<file path="src/rtl/aes_round_sequencer.sv">
// aes_round_sequencer: iterative AES controller sequencing a shared single-round datapath over one 128-bit block
// Ports: in_valid/in_ready/in_data/in_decrypt accept a block; out_valid/out_ready/out_data return it;
// key_index/round_key address the external key store; dp_state/dp_decrypt/dp_final/dp_result drive
// the round datapath; busy and round_count report progress.
module aes_round_sequencer #(
  parameter int NUM_ROUNDS = 10
) (
  input  logic         clock,
  input  logic         reset,
  input  logic         in_valid,
  output logic         in_ready,
  input  logic [127:0] in_data,
  input  logic         in_decrypt,
  output logic         out_valid,
  input  logic         out_ready,
  output logic [127:0] out_data,
  output logic [3:0]   key_index,
  input  logic [127:0] round_key,
  output logic [127:0] dp_state,
  output logic         dp_decrypt,
  output logic         dp_final,
  input  logic [127:0] dp_result,
  output logic         busy,
  output logic [3:0]   round_count
);
  if (NUM_ROUNDS != 10 && NUM_ROUNDS != 12 && NUM_ROUNDS != 14) begin : g_bad_rounds
    $error("aes_round_sequencer: NUM_ROUNDS must be 10, 12 or 14");
  end
  localparam logic [3:0] NR = 4'(NUM_ROUNDS);
  typedef enum logic [1:0] {IDLE, ROUND, DONE} fsm_t;
  fsm_t fsm, fsm_next;
  logic [127:0] state_reg, state_next;
  logic dir_reg, dir_next;
  logic [3:0] round_reg, round_next;
  logic in_round, last;
  assign in_round = fsm == ROUND;
  assign last = round_reg == NR;
  assign in_ready = fsm == IDLE;
  assign busy = fsm != IDLE;
  assign out_valid = fsm == DONE;
  assign out_data = out_valid ? state_reg : '0;
  assign dp_state = in_round ? state_reg : '0;
  assign dp_decrypt = in_round & dir_reg;
  assign dp_final = in_round & last;
  assign round_count = in_round ? round_reg : 4'd0;
  // In IDLE the index follows in_decrypt so the whitening key is present at acceptance;
  // decryption walks the schedule from Nr down to 0.
  assign key_index = in_ready ? (in_decrypt ? NR : 4'd0)
                   : in_round ? (dir_reg ? NR - round_reg : round_reg) : 4'd0;
  always_comb begin
    fsm_next = fsm;
    state_next = state_reg;
    dir_next = dir_reg;
    round_next = round_reg;
    case (fsm)
      IDLE: if (in_valid) begin
        fsm_next = ROUND;
        state_next = in_data ^ round_key;
        dir_next = in_decrypt;
        round_next = 4'd1;
      end
      ROUND: begin
        state_next = dp_result;
        fsm_next = last ? DONE : ROUND;
        round_next = last ? round_reg : round_reg + 4'd1;
      end
      DONE: if (out_ready) begin
        fsm_next = IDLE;
        round_next = 4'd0;
      end
      default: fsm_next = IDLE;
    endcase
  end
  always_ff @(posedge clock or posedge reset) begin
    if (reset) begin
      fsm <= IDLE;
      state_reg <= '0;
      dir_reg <= 1'b0;
      round_reg <= 4'd0;
    end else begin
      fsm <= fsm_next;
      state_reg <= state_next;
      dir_reg <= dir_next;
      round_reg <= round_next;
    end
  end
endmodule
</file>
<file path="config.mk">
export PLATFORM = sky130hd
export DESIGN_NAME = aes_round_sequencer
export DESIGN_NICKNAME = d
export VERILOG_FILES = /design/src/rtl/aes_round_sequencer.sv
export SDC_FILE = /design/constraint.sdc
export NUM_CORES = 1
export LEC_CHECK = 0
export ABC_AREA = 1
export BUFFER_PORTS_ARGS = -buffer_cell sky130_fd_sc_hd__buf_2
export CORE_AREA = 2 2 259 261
export DETAILED_ROUTE_END_ITERATION = 6
export DIE_AREA = 0 0 261 263
export GPL_TIMING_DRIVEN = 1
export PLACE_DENSITY = 0.49
export SYNTH_ARGS = -nofsm -noshare
export SYNTH_HDL_FRONTEND = slang
export SYNTH_SLANG_ARGS = --single-unit
export TNS_END_PERCENT = 1
</file>
<file path="constraint.sdc">
create_clock -name clock -period 4.3 [get_ports clock]
set_clock_uncertainty 0.05 [all_clocks]
set_input_delay 0.215 -clock clock [delete_from_list [all_inputs] [get_ports clock]]
set_output_delay 0.215 -clock clock [all_outputs]
set_load 0.005 [all_outputs]
</file>
==> flow_metrics.tcl <==
set metrics [dict create \
    drt-total-wl_mm 46.0 \
    path_cells "inv_1, ha_4, inv_4, buf_12, nand3_1, dlygate4sd3_1, a31oi_1, dlygate4sd3_1" \
    slowest_stage "dlygate4sd3_1" \
    clock-sinks 135 \
    crit_required_ns 4.66 \
    whs_path_depth 3 \
    ff2ff_setup_slack_ns 1.12 \
    dieArea_um2 68600 \
    p_leak_nw 11.6 \
    synth_top_area_cell "dfrtp_1" \
    crit_top_cell "dlygate4sd3_1" \
    path_clk_slew_ns 0.07 \
    chipHeight_um 263 \
    yosys.area.top_type_share 0.321 \
    worstHoldEndpoint "state_reg[109]" \
    finalSetupViolCount 0 \
    antenna_found_initial 6 \
    yosys-top-cells-area "dfrtp_1 32%, nand2_1 24%, inv_1 19%, a31oi_1 7.6%, nand3_1 6.3%" \
    firstDrtPassIters 5 \
    cellPowerDensity_nw_per_um2 532 \
    grt_pass1_wl_mm 69.2 \
    fin_nets 3093 \
    fillers 7501 \
    cp_num_buf_inv 5 \
    period_needed_ns 3.18 \
    rsz0062_at_grt "no" \
    clockBufferDepth 2 \
    maxCapViolCount 0 \
    fin_cells 3582 \
    ctsHtreeMaxLevel 4 \
    timing.fmax_mhz 315 \
    hold_violations 0 \
    layout_commonest_cell "nand2_1" \
    syn_area_per_cell_um2 5.72 \
    holdCritPathClass "input pin to flop" \
    place_congestion 0.866 \
    critPathMaxStageDelay_ns 0.59 \
    synth_ff_type "dfrtp_1" \
    slew_violations 0 \
    reg2reg_depth 8 \
    r2r-end "state_reg[5]" \
    synthArstFlopShare 1.00 \
    hold_start "dp_result[109]" \
    grt_max_degree 128 \
    fp.dieW_um 261 \
    dpl.cell_count 3288 \
    crit_arrival_ns 3.54 \
    area_delta_synth_final_pct 68.9 \
    post_drt_wl_per_cell_um 12.9 \
    initial_core_util 0.160 \
    syn_inst 1841 \
    cts_tree "done" \
    synth_fp_nets 2235 \
    seq_area_frac_synth 0.321 \
    crit_fanout 71 \
    cts_resized 0 \
    start_kind "flop" \
    path_class "flop to flop" \
    first_global_vias 12700 \
    cts_root_buf "clkbuf_16" \
    dp_hpwl_mm 34.9 \
    cp_top_family "buffers and inverters" \
    coreArea_um2 65600 \
    insertion_delay_ns 0.46 \
    row_count 94 \
    synth_cell_types 19 \
    worstMarginPinSlew_ns 0.769 \
    ir_drop_uv 315 \
    boundaryPins 658 \
    drc 0 \
    synth_edf_count 0 \
    largest_reg_flops 128 \
    gr-total-overflow 0 \
    utilization 0.271 \
    netlist_area_um2 10500 \
    vias 13700 \
    cts_buffers 17 \
    io_buffers 657 \
    drtIter0Drc 619 \
    end_kind "flop" \
    synth_seq_cells 135 \
    drive_gt1_frac 0.261 \
    detail-route-antenna-nets 0 \
    yosys_warnings 0 \
    status "finished, final reports clean" \
    r2r_start "fsm[1]" \
    vias_per_cell 3.83 \
    fin_tns_setup_ns 0 \
    post-route-period-util 0.739 \
    grt.total_usage 0.130 \
    most-common-layout-cells "671 x nand2_1, 657 x buf_2, 529 x inv_1, 256 x dlygate4sd3_1, 135 x dfrtp_1" \
    relSlewSlack 0.488 \
]
-- synthesized netlist by cell type, types with 2 or more instances --
master and count:
ha_1 5, clkbuf_1 19, dfrtp_1 135, nor2_1 134
buf_6 8, a21oi_1 2, buf_4 19, nand3_1 133
nand4_1 3, nand2_2 2, a31oi_1 128, buf_2 40
inv_1 531, nand2_1 671, o21ai_0 7
-- routing by layer --
layer,global-route usage,share of wire
met1,0.150,0.41
met2,0.228,0.50
met3,0.0335,0.066
met4,0.0498,0.025
met5,0,0.00022
-- where the power goes --
part / internal [W] / leakage [nW] / switching [W]
clock network: 0.000869 / 0.281 / 0.000696
registers: 0.00194 / 1.55 / 0.000724
logic: 0.00267 / 9.72 / 0.00257
total: 0.00547 / 11.6 / 0.00399
-- kinds of logic after synthesis --
logic type,synth area share
buffers and inverters,0.238
DFF,0.321
xor gates and xnor gates,0.000832
AOI/OAI and AO/OA,0.0810
adders and majority gates,0.00594
and+or+nand+nor,0.354
-- stage by stage --
stage          total power (W)  instance area, um2  setup slack [ns]  hold slack (ns)
3_5_place_dp           0.00679               14600              1.91            0.342
6_report               0.00946               17800              1.12           0.0407
3_3_place_gp           0.00676               14600              2.02            0.337
4_1_cts                0.00959               17800              1.13         0.000424
5_1_grt                 0.0103               17800             0.907           0.0154
2_1_floorplan          0.00501               10500             0.424            0.315
-- worst register-to-register path, cell delays in order (launching register included) --
cell and delay [ns]:
dfrtp_1 0.41, inv_1 0.11, ha_4 0.26, inv_4 0.41, buf_12 0.34, nand3_1 0.27
dlygate4sd3_1 0.59, a31oi_1 0.13, dlygate4sd3_1 0.56
-- how the worst max path moves through the flow --
| stage | startpoint | end | slack (ns) | cells past startpoint |
|---|---|---|---|---|
| 6_report | fsm[1] | state_reg[5] | 1.12 | 8 |
| 4_1_cts | fsm[1] | state_reg[5] | 1.13 | 8 |
| 2_1_floorplan | reset | dir_reg | 0.42 | 1 |
| 3_3_place_gp | fsm[0] | state_reg[107] | 2.02 | 7 |
| 3_5_place_dp | fsm[0] | state_reg[113] | 1.91 | 7 |
| 5_1_grt | fsm[1] | state_reg[91] | 0.91 | 8 |
-- cell type report --
| class | count | area [um2] | area share |
|---|---|---|---|
| Clock buffer | 18 | 429 | 0.0241 |
| Multi-Input combinational cell | 1088 | 4690 | 0.264 |
| Antenna cell | 6 | 15.0 | 0.000844 |
| Inverter | 532 | 2000 | 0.113 |
| Sequential cell | 135 | 3380 | 0.190 |
| Tap cell | 864 | 1080 | 0.0608 |
| Timing Repair Buffer | 925 | 6030 | 0.339 |
| Clock inverter | 14 | 164 | 0.00921 |
-- timing repair --
item                                   4_1_cts  5_1_grt
endpoints found under the hold margin      199        0
setup buffers                                0        0
hold buffers                               256        0
(Power assumes the default switching activity.)
